## config.mk

```make
export PLATFORM = sky130hd
export DESIGN_NAME = bus_downsizer
export DESIGN_NICKNAME = d
export VERILOG_FILES = /design/src/rtl/bus_downsizer.sv
export SDC_FILE = /design/constraint.sdc
export NUM_CORES = 1
export LEC_CHECK = 0
export ABC_AREA = 1
export CAP_MARGIN = 30
export CORE_ASPECT_RATIO = 1.25
export CORE_UTILIZATION = 43
export CTS_BUF_LIST = sky130_fd_sc_hd__clkbuf_4 sky130_fd_sc_hd__clkbuf_8 sky130_fd_sc_hd__clkbuf_16
export DETAILED_ROUTE_END_ITERATION = 7
export PLACE_DENSITY = 0.79
export SLEW_MARGIN = 20
export SYNTH_ARGS = -nofsm -noshare
export SYNTH_HDL_FRONTEND = slang
export SYNTH_SLANG_ARGS = --single-unit
```

## constraint.sdc

```tcl
create_clock -name clk -period 1.5 [get_ports clk]
set_input_delay 0.3 -clock clk [delete_from_list [all_inputs] [get_ports clk]]
set_output_delay 0.3 -clock clk [all_outputs]
set_load 0.005 [all_outputs]
```

## src/rtl/bus_downsizer.sv

```systemverilog
// bus_downsizer
//   Splits one WIDE_BYTES-wide host request (word + byte strobe) into a
//   sequence of NARROW_BYTES-wide device beats. Reads cover every beat and are
//   reassembled into host_rdata. Writes issue only the beats whose strobe
//   slice is non-zero.
//
//   State table
//     state   | meaning
//     --------+-----------------------------------------------------------
//     S_IDLE  | waiting for host_valid; latches the request on acceptance
//     S_ISSUE | dev_valid high for beat idx_q until dev_ready
//     S_DONE  | one-cycle host_ready pulse with the assembled read data
//
// Ports
//   clk, reset      rising-edge clock, synchronous active-high reset
//   host_valid      host request present (held until host_ready)
//   host_ready      one-cycle completion pulse to the host
//   host_address    byte address of the host request
//   host_wstrobe    byte write enables, all-zero means read
//   host_wdata      host write data
//   host_rdata      assembled read data, valid while host_ready=1
//   dev_valid       narrow beat request
//   dev_ready       narrow beat completion
//   dev_address     byte address of the current beat
//   dev_wstrobe     byte enables of the current beat
//   dev_wdata       write data of the current beat
//   dev_rdata       beat read data, sampled when dev_ready=1

module bus_downsizer #(
  parameter int WIDE_BYTES   = 4,
  parameter int NARROW_BYTES = 1,
  parameter int ADDR_WIDTH   = 32
) (
  input  logic                      clk,
  input  logic                      reset,
  input  logic                      host_valid,
  output logic                      host_ready,
  input  logic [ADDR_WIDTH-1:0]     host_address,
  input  logic [WIDE_BYTES-1:0]     host_wstrobe,
  input  logic [8*WIDE_BYTES-1:0]   host_wdata,
  output logic [8*WIDE_BYTES-1:0]   host_rdata,
  output logic                      dev_valid,
  input  logic                      dev_ready,
  output logic [ADDR_WIDTH-1:0]     dev_address,
  output logic [NARROW_BYTES-1:0]   dev_wstrobe,
  output logic [8*NARROW_BYTES-1:0] dev_wdata,
  input  logic [8*NARROW_BYTES-1:0] dev_rdata
);

  localparam int RATIO = WIDE_BYTES / NARROW_BYTES;
  localparam int IDX_W = (RATIO > 1) ? $clog2(RATIO) : 1;
  localparam int NBITS = 8 * NARROW_BYTES;
  localparam logic [ADDR_WIDTH-1:0] ALIGN_MASK = ~ADDR_WIDTH'(WIDE_BYTES - 1);

  typedef enum logic [1:0] {
    S_IDLE  = 2'd0,
    S_ISSUE = 2'd1,
    S_DONE  = 2'd2
  } state_t;

  state_t                    state_q, state_d;
  logic [ADDR_WIDTH-1:0]     base_q, base_d;
  logic [WIDE_BYTES-1:0]     wstrb_q, wstrb_d;
  logic [8*WIDE_BYTES-1:0]   wdata_q, wdata_d;
  logic [8*WIDE_BYTES-1:0]   rdata_q, rdata_d;
  logic [IDX_W-1:0]          idx_q, idx_d;

  logic                      is_write;
  logic [IDX_W-1:0]          first_idx;
  logic [IDX_W-1:0]          next_idx;
  logic                      has_next;
  logic [NARROW_BYTES-1:0]   cur_strb;
  logic [NBITS-1:0]          cur_wdata;

  assign is_write = |wstrb_q;

  // First beat of an incoming request: lowest beat with any strobe bit set,
  // which falls back to beat 0 for a read (all strobes zero).
  always_comb begin
    first_idx = '0;
    for (int i = RATIO - 1; i >= 0; i--) begin
      if (|host_wstrobe[i*NARROW_BYTES +: NARROW_BYTES]) first_idx = IDX_W'(i);
    end
  end

  // Next beat after idx_q: every beat for reads, only strobed beats for writes.
  always_comb begin
    next_idx = idx_q;
    has_next = 1'b0;
    for (int i = RATIO - 1; i >= 0; i--) begin
      if (i > int'(idx_q) && (!is_write || (|wstrb_q[i*NARROW_BYTES +: NARROW_BYTES]))) begin
        next_idx = IDX_W'(i);
        has_next = 1'b1;
      end
    end
  end

  always_comb begin
    cur_strb  = '0;
    cur_wdata = '0;
    for (int i = 0; i < RATIO; i++) begin
      if (idx_q == IDX_W'(i)) begin
        cur_strb  = wstrb_q[i*NARROW_BYTES +: NARROW_BYTES];
        cur_wdata = wdata_q[i*NBITS +: NBITS];
      end
    end
  end

  always_comb begin
    state_d = state_q;
    base_d  = base_q;
    wstrb_d = wstrb_q;
    wdata_d = wdata_q;
    rdata_d = rdata_q;
    idx_d   = idx_q;
    unique case (state_q)
      S_IDLE: begin
        if (host_valid) begin
          base_d  = host_address & ALIGN_MASK;
          wstrb_d = host_wstrobe;
          wdata_d = host_wdata;
          rdata_d = '0;
          idx_d   = first_idx;
          state_d = S_ISSUE;
        end
      end
      S_ISSUE: begin
        if (dev_ready) begin
          if (!is_write) begin
            for (int i = 0; i < RATIO; i++) begin
              if (idx_q == IDX_W'(i)) rdata_d[i*NBITS +: NBITS] = dev_rdata;
            end
          end
          // idx_q stays on the last beat when finishing, so it never wraps.
          if (has_next) idx_d = next_idx;
          else          state_d = S_DONE;
        end
      end
      S_DONE: begin
        state_d = S_IDLE;
      end
      default: begin
        state_d = S_IDLE;
      end
    endcase
  end

  always_ff @(posedge clk) begin
    if (reset) begin
      state_q <= S_IDLE;
      base_q  <= '0;
      wstrb_q <= '0;
      wdata_q <= '0;
      rdata_q <= '0;
      idx_q   <= '0;
    end else begin
      state_q <= state_d;
      base_q  <= base_d;
      wstrb_q <= wstrb_d;
      wdata_q <= wdata_d;
      rdata_q <= rdata_d;
      idx_q   <= idx_d;
    end
  end

  // All outputs come from registers, so nothing on the host side reaches the
  // device side in the same cycle.
  assign dev_valid   = (state_q == S_ISSUE);
  assign dev_address = base_q + ADDR_WIDTH'(idx_q) * ADDR_WIDTH'(NARROW_BYTES);
  assign dev_wstrobe = cur_strb;
  assign dev_wdata   = cur_wdata;
  assign host_ready  = (state_q == S_DONE);
  assign host_rdata  = rdata_q;

endmodule
```

**After elaboration in Yosys (flattened, before gate mapping)**

Cells that the tools add are included.

- Input port bits: 80
- Output and inout bits: 75
- Register bits after elaboration: 102

- Multiplexer cells: 34
- Equality and inequality tests: 15
- Reductions and logical operators: 18
- $add $sub $neg: 1
- Magnitude comparators: 3

Operator list:

| kind | number |
|---|---|
| $mux 32 | 3 |
| $mux 8 | 8 |
| $pmux 32 s2 | 1 |
| $add 32x2->32 | 1 |
| $mux 2 | 13 |
| $reduce_and 5->1 | 5 |
| $ne 2x1->1 const B | 6 |
| $pmux 2 s2 | 2 |
| $mux 1 | 7 |
| $eq 2x2->1 const B | 3 |
| $ne 2x2->1 const B | 3 |
| $eq 2x1->1 const B | 2 |
| $gt 2x2->1 const A | 2 |
| $logic_not 2->1 | 2 |
| $ne 4x1->1 const B | 1 |
| $reduce_or 4->1 | 1 |
| $logic_and 1x1->1 | 3 |
| $logic_or 1x1->1 | 3 |
| $reduce_and 3->1 | 1 |
| $gt 1x2->1 const A | 1 |
| $reduce_and 2->1 | 1 |
| $reduce_bool 2->1 | 1 |
| $logic_not 1->1 | 1 |

**Depth between registers and ports, before layout**

Gate-level depths: netlist (run 1).

- Depth in word-level cells: 10
- Gate-level depth with buffers: 10

**Least setup slack after synthesis (run 1)**

Ideal clock, no wire load.

- Path type: register to output
- Start: register idx_q[0]
- End: output dev_wstrobe
- Stages on the path, launching flop included: 5
- Data arrival time: 1050 ps
- Path slack: 150 ps
- Path through: dfxtp_1 -> nor2_1 -> buf_2 -> a221oi_1 -> o21ai_0

- Cells in the longest elaborated chain, start to end: 5
- Elaborated cells on any way between the ends: 8
- Those cells by class: eq/ne (3); mux (4); reduce/logical (1)

RTL lines:

| element | RTL line | RTL |
|---|---|---|
| start: declaration | 66 | `logic [IDX_W-1:0] idx_q, idx_d;` |
| start signal: assignment | 162 | `idx_q <= idx_d;` |
| $logic_not 2->1 | 102 | `if (idx_q == IDX_W'(i)) begin` |
| $mux 1 (3 in a row) | 102 |  |
| $mux 1 * | 102 |  |
| end: declaration | 45 | `output logic [NARROW_BYTES-1:0] dev_wstrobe,` |

Mark *: on every way between the ends. The rest lies on a longest branch, timed or not.

**Final worst setup path (run 1)**

- Start: register idx_q[1]
- End: output dev_wdata[5]

- Cells in the longest elaborated chain, start to end: 5
- Elaborated cells on any way between the ends: 8
- Those cells by class: eq/ne (3); mux (4); reduce/logical (1)

RTL lines:

| element | RTL line | RTL |
|---|---|---|
| $logic_not 2->1 | 102 |  |
| $mux 8 (3 in a row) | 102 |  |
| $mux 8 * | 102 |  |
| end: declaration | 46 | `output logic [8*NARROW_BYTES-1:0] dev_wdata,` |

Marked as above.

==> results.md, run 1 <==
* Status: finished with violations
* Failing checks: setup timing
* Share of cells above drive strength 1 at 22.5%
* CTS sink cnt at 102
* Largest net degree at the start of global routing at 39
* Worst path slowest cell: dfxtp_4
* Crit start category: flop
* Worst VDD drop at 765 uV
* Synth-to-Final Area Change at 55.9%
* Finished Layout Cells at 828
* Largest family of logic cells by synthesized area: simple AND/OR/NAND/NOR gates
* Fin crit period at 1.68 ns
* WP data arrival at 1.38 ns
* Family with the most delay on the worst path: buffers and inverters
* Register area share after synthesis at 51.8%
* First-pass GRT wire length at 18300 um
* Top post-synthesis cells by area: dfxtp_1 52%, nor2_1 14%, o21ai_0 10%, nand2_1 6.1%, a21oi_1 3.9%
* Vias post-DR at 4126
* Post-synthesis xor/xnor area fraction at 0%
* Post-Synth Simple-Gate Area at 23.1%
* Sw frac at 31.8%
* Final Hold Viols at 0
* Synth Area in Compound Gates at 18.5%
* Initial antenna violation count at 1
* Placer Congestion at 0.863
* Yosys reg bits at 102
* Worst setup slack after placement at -0.280 ns
* Final-report max-slew violation count at 0
* Reg-to-Reg Start: state_q[1]$_SDFFE_PP0P_
* Drt drc at 0
* GRT Resource Usage Total at 24.6%
* Largest stage delay, worst path at 0.37 ns
* Slew margin rel. at 85.2%
* Power Density at 1210 mW/mm^2
* Kind of critical path: flop to output port
* Setup ws final at -0.184 ns
* Clk_lat worst skew at 0.36 ns
* Nets at 783
* Max Buffers Root-to-Sink at 2
* Cells after synthesis at 528
* Yosys top cell area share at 51.8%
* Num CTS Buffers at 9
* Most common cell after layout, fill and taps aside: nor2_1
* Hold_buf cts at 0
* Overall routed net length at 11600 um
* Final Cell Area at 0.00615 mm^2
* Cell Area, Synth at 0.00394 mm^2
* Int Pwr at 5.07 mW
* Clk_skew at 0.00867 ns
* DR vias/cell at 4.98
* DIE AREA at 0.00956 mm^2
* Crit. Startpoint: idx_q[1]$_SDFFE_PP0P_
* Root Driver: clkbuf_8
* Die width at 87.7 um
* Finished Core Util at 69.9%
* Mux contribution to synthesized area at 0%
* Psw at 2.36 mW
* Synth warnings at 0
* CP max FO at 8
* Main synth FF type: dfxtp_1
* CP required at 1.20 ns
* Cell Area, Placed at 0.00581 mm^2
* Drt pass-1 iters at 6
* Initial Util at 44.8%
* GRT Residual Overflow at 0
* Fmax at 0.594 GHz
* Syn nets at 608
* Post-Synth Adder-Cell Area at 0%
* Clock power share at 23.3%
* Most frequent cells in the layout: 145 x nor2_1, 77 x clkdlybuf4s50_1, 70 x o21ai_0
* CTS tree: done
* I/O pins at 155
* Core area at 0.00880 mm^2
* Worst setup EP type: output port
* Wirelength per Cell at 14.0 um
* Yosys top cell by area: dfxtp_1
* Placement row count at 38
* RSZ-0062 raised after global routing: yes
* Final HPWL DP at 8150 um
* Hold Crit Class: flop to flop
* Fin crit share at 112%
* Sequential power share at 45.0%
* Worst Tran Pin Value at 0.222 ns
* CP cell instances: buf_6 -> nor2_4 -> buf_8 -> nand2_1 -> nand4_1 -> buf_2
* # diodes at 0
* H-Tree Depth at 3
* Hold path start: host_rdata[30]$_SDFFE_PP0P_
* Mapped Avg Cell Area at 7.47 um^2
* Port bufs at 152
* Detail Route Antenna Nets at 0
* Worst-path clk slew at 0.10 ns
* Asr flop ratio synth at 0%
* Comb pwr share at 31.8%
* Worst path bufs/invs at 3
* Die height at 109 um
* Post-synthesis cell type count at 22
* Vias in the first global route at 3924
* EDFF count, synth at 0
* Final setup viols at 9
* # Max-Cap Violations at 0
* Iter 0 DRT Violations at 170
* Static leakage at 2.83 nW
* Placed insts at 802
* Filler cells at 734
-- worst paths after layout --
kind,to,slack [ns],cells past startpoint
setup / recovery,dev_wdata[5],-0.18,6
hold / removal,host_rdata[30]$_SDFFE_PP0P_,0.47,1
setup reg to reg,host_rdata[23]$_SDFFE_PP0P_,0.06,9
hold reg to reg,host_rdata[30]$_SDFFE_PP0P_,0.47,1
-- Yosys cell counts, types with 2 or more instances --
| library cell | number |
|---|---|
| buf_4 | 4 |
| nor2_1 | 150 |
| a211oi_2 | 3 |
| nor2_4 | 2 |
| clkbuf_1 | 16 |
| buf_6 | 2 |
| nand4_1 | 8 |
| nand3_1 | 2 |
| inv_1 | 20 |
| o21a_1 | 4 |
| o21ai_0 | 80 |
| nand2_1 | 64 |
| a21oi_1 | 31 |
| dfxtp_1 | 102 |
| buf_2 | 9 |
| nor3_1 | 2 |
| o21ai_1 | 18 |
| inv_2 | 7 |
-- cell type report --
class,count,area [um^2],area share (%)
Clock buffer,9,124,2.01
Inverter,27,119,1.93
Multi-Input combinational cell,368,1750,28.5
Tap cell,120,150,2.44
Sequential cell,102,2100,34.2
Timing Repair inverter,2,10.0,0.163
Clock inverter,7,73.8,1.20
Timing Repair Buffer,193,1820,29.6
-- kinds of logic after synthesis --
group	Yosys count
compound gates	138
simple gates	230
flops	102
buf+inv	58
-- per-layer routing --
metal | part of all wire (%) | GRT usage [%] | wire length [um]
met1 | 40 | 27.6 | 4580
met2 | 51 | 43.0 | 5930
met3 | 6.5 | 7.42 | 746
met4 | 2.5 | 10.5 | 290
met5 | 0.095 | 0 | 11
-- stage by stage --
step / setup TNS (ns) / total power, mW / hold slack, ns
5_1_grt: -2.29 / 7.89 / 0.489
2_1_floorplan: 0 / 4.38 / 0.449
3_3_place_gp: -8.09 / 5.63 / 0.452
6_report: -1.49 / 7.43 / 0.473
4_1_cts: -1.91 / 7.30 / 0.473
3_5_place_dp: -12.69 / 5.70 / 0.463
-- power groups by stage --
stage	registers, mW	clock network (mW)	logic (mW)
2_1_floorplan	3.35	0	1.03
3_3_place_gp	3.34	0	2.30
3_5_place_dp	3.35	0	2.35
4_1_cts	3.33	1.76	2.21
5_1_grt	3.39	1.90	2.61
6_report	3.34	1.73	2.36
-- registers in the layout, indices dropped and copies added, names as in the netlist --
signal	cells
base_q	30
wstrb_q	4
idx_q	2
state_q	2
host_rdata	32
wdata_q	32
-- repair_timing --
item	in CTS	in global routing
gates resized for setup	165	47
hold endpoints to repair	0	0
setup buffers	5	3
pin swaps	6	11
gates cloned	0	2
setup endpoints to repair	82	50
Note: power is estimated with default switching activity, not from simulation.
==> run 2: changes to the inputs <==
- CORE_MARGIN: unset -> 1
- clock period: 1.5 -> 1.75 ns (I/O delays scaled with it)
==> run 2 against run 1 <==
Effect of this change: the flow still finishes with violations (setup timing); critical path depth unchanged; sequential power decreased by 15%; sequential share of layout area decreased by 1.1 points; count of clock-buffer cells in the layout increased by 1; sequential cell count unchanged; worst setup slack improved by 0.16 ns; power decreased by 7.9%; die area unchanged; combinational power decreased by 8.5%; final cell count decreased by 0.60%; final area increased by 1.0%; global-route usage increased by 0.46 points; highest routed layer is now met4.
==> results.md, run 2 (synthesized netlist as in run 1, its figures left out) <==
* I/O pins at 155
* Vias post-DR at 4024
* Psw at 2.04 mW
* DR vias/cell at 4.89
* Die height at 109 um
* Detail Route Antenna Nets at 0
* RSZ-0062 raised after global routing: yes
* Placer Congestion at 0.822
* WP data arrival at 1.43 ns
* Drt pass-1 iters at 6
* Final-report max-slew violation count at 0
* Clk_lat worst skew at 0.36 ns
* Placement row count at 38
* Worst setup EP type: output port
* Worst-path clk slew at 0.10 ns
* Clock power share at 26.7%
* Final HPWL DP at 7990 um
* TNS Setup at -0.0860 ns
* Cell Area, Placed at 0.00571 mm^2
* DIE AREA at 0.00956 mm^2
* Share of cells above drive strength 1 at 15.1%
* Fin crit share at 102%
* # Max-Cap Violations at 0
* Drt drc at 0
* Wirelength per Cell at 14.1 um
* Largest net degree at the start of global routing at 55
* Port bufs at 152
* Setup ws final at -0.0282 ns
* Failing checks: setup timing
* Int Pwr at 4.80 mW
* Core area at 0.00880 mm^2
* GRT Residual Overflow at 0
* CP required at 1.40 ns
* CP max FO at 5
* Power Density at 1100 mW/mm^2
* Most common cell after layout, fill and taps aside: nor2_1
* Nets at 778
* Root Driver: clkbuf_8
* Fin crit period at 1.78 ns
* Worst VDD drop at 748 uV
* Vias in the first global route at 3935
* Final setup viols at 7
* Num CTS Buffers at 9
* Area of the multi-input gates at 0.00175 mm^2
* CTS sink cnt at 102
* Filler cells at 707
* GRT Resource Usage Total at 25.1%
* H-Tree Depth at 3
* Most frequent cells in the layout: 148 x nor2_1, 139 x clkdlybuf4s50_1, 98 x dfxtp_1
* Final Cell Area at 0.00621 mm^2
* Slew margin rel. at 84.5%
* Initial Util at 44.8%
* Iter 0 DRT Violations at 157
* CTS tree: done
* Status: finished with violations
* # diodes at 0
* Register area at 0.00205 mm^2
* Comb pwr share at 31.6%
* First-pass GRT wire length at 18500 um
* Worst Tran Pin Value at 0.230 ns
* Kind of critical path: flop to output port
* Sequential power share at 41.7%
* Max Buffers Root-to-Sink at 2
* Hold Crit Class: flop to flop
* Sw frac at 29.8%
* Final Hold Viols at 0
* Die width at 87.7 um
* Initial antenna violation count at 0
* Fmax at 0.562 GHz
* Hold_buf cts at 0
* Synth-to-Final Area Change at 57.5%
* Overall routed net length at 11600 um
* Crit start category: flop
* Static leakage at 2.62 nW
* Clk_skew at 0.00899 ns
[run 2: layout make-up]
class,count,area share [%]
Multi-Input combinational cell,368,28.1
Timing Repair Buffer,189,30.5
Inverter,27,1.79
Timing Repair inverter,1,0.101
Clock inverter,6,1.85
Sequential cell,102,33.0
Tap cell,120,2.42
Clock buffer,10,2.22
[run 2: worst paths after layout]
path | from | to | slack, ns | cells past startpoint
worst max-delay path | idx_q[1]$_SDFFE_PP0P_ | dev_wdata[4] | -0.03 | 6
worst max register to register | idx_q[1]$_SDFFE_PP0P_ | idx_q[1]$_SDFFE_PP0P_ | 0.11 | 12
worst min register to register | host_rdata[30]$_SDFFE_PP0P_ | host_rdata[30]$_SDFFE_PP0P_ | 0.48 | 1
worst min-delay path | host_rdata[30]$_SDFFE_PP0P_ | host_rdata[30]$_SDFFE_PP0P_ | 0.48 | 1
[run 2: metrics by stage]
step | hold WS (ns) | utilization [%] | cells | power, mW | setup WS (ns)
global route | 0.499 | 70.6 | 823 | 7.22 | -0.107
global placement | 0.450 | 65.0 | 791 | 4.76 | -0.0523
floorplan | 0.455 | - | 528 | 3.76 | 0.350
finish | 0.478 | 70.6 | 823 | 6.84 | -0.0282
CTS | 0.481 | 70.0 | 820 | 6.80 | -0.0569
detailed placement | 0.457 | 65.0 | 791 | 4.82 | -0.0891
[run 2: per-layer routing]
layer	track usage (%)	vias to the layer above	part of all wire, %
met5	0	-	0
met4	9.84	0	2.6
met3	8.55	24	6.9
met2	44.9	133	51
met1	26.9	1821	39
li1	-	2046	-
[run 2: critical path, stage by stage, from the launching register on]
cell and delay [ns]:
dfxtp_4 0.37, buf_6 0.12, nor2_4 0.15, buf_8 0.17, nand2_4 0.05, nand4_1 0.08, buf_2 0.12
[run 2: timing repair]
item,CTS,global route
gates resized for setup,79,15
setup buffers,11,2
pin swaps,11,8
setup endpoints to repair,13,19
gates cloned,2,1
[run 2: power groups by stage]
stage / Combinational (mW) / Clock (mW) / Sequential [mW]
4_1_cts: 2.10 / 1.86 / 2.84
3_3_place_gp: 1.91 / 0 / 2.86
2_1_floorplan: 0.884 / 0 / 2.87
5_1_grt: 2.38 / 1.96 / 2.89
6_report: 2.16 / 1.83 / 2.85
3_5_place_dp: 1.94 / 0 / 2.87
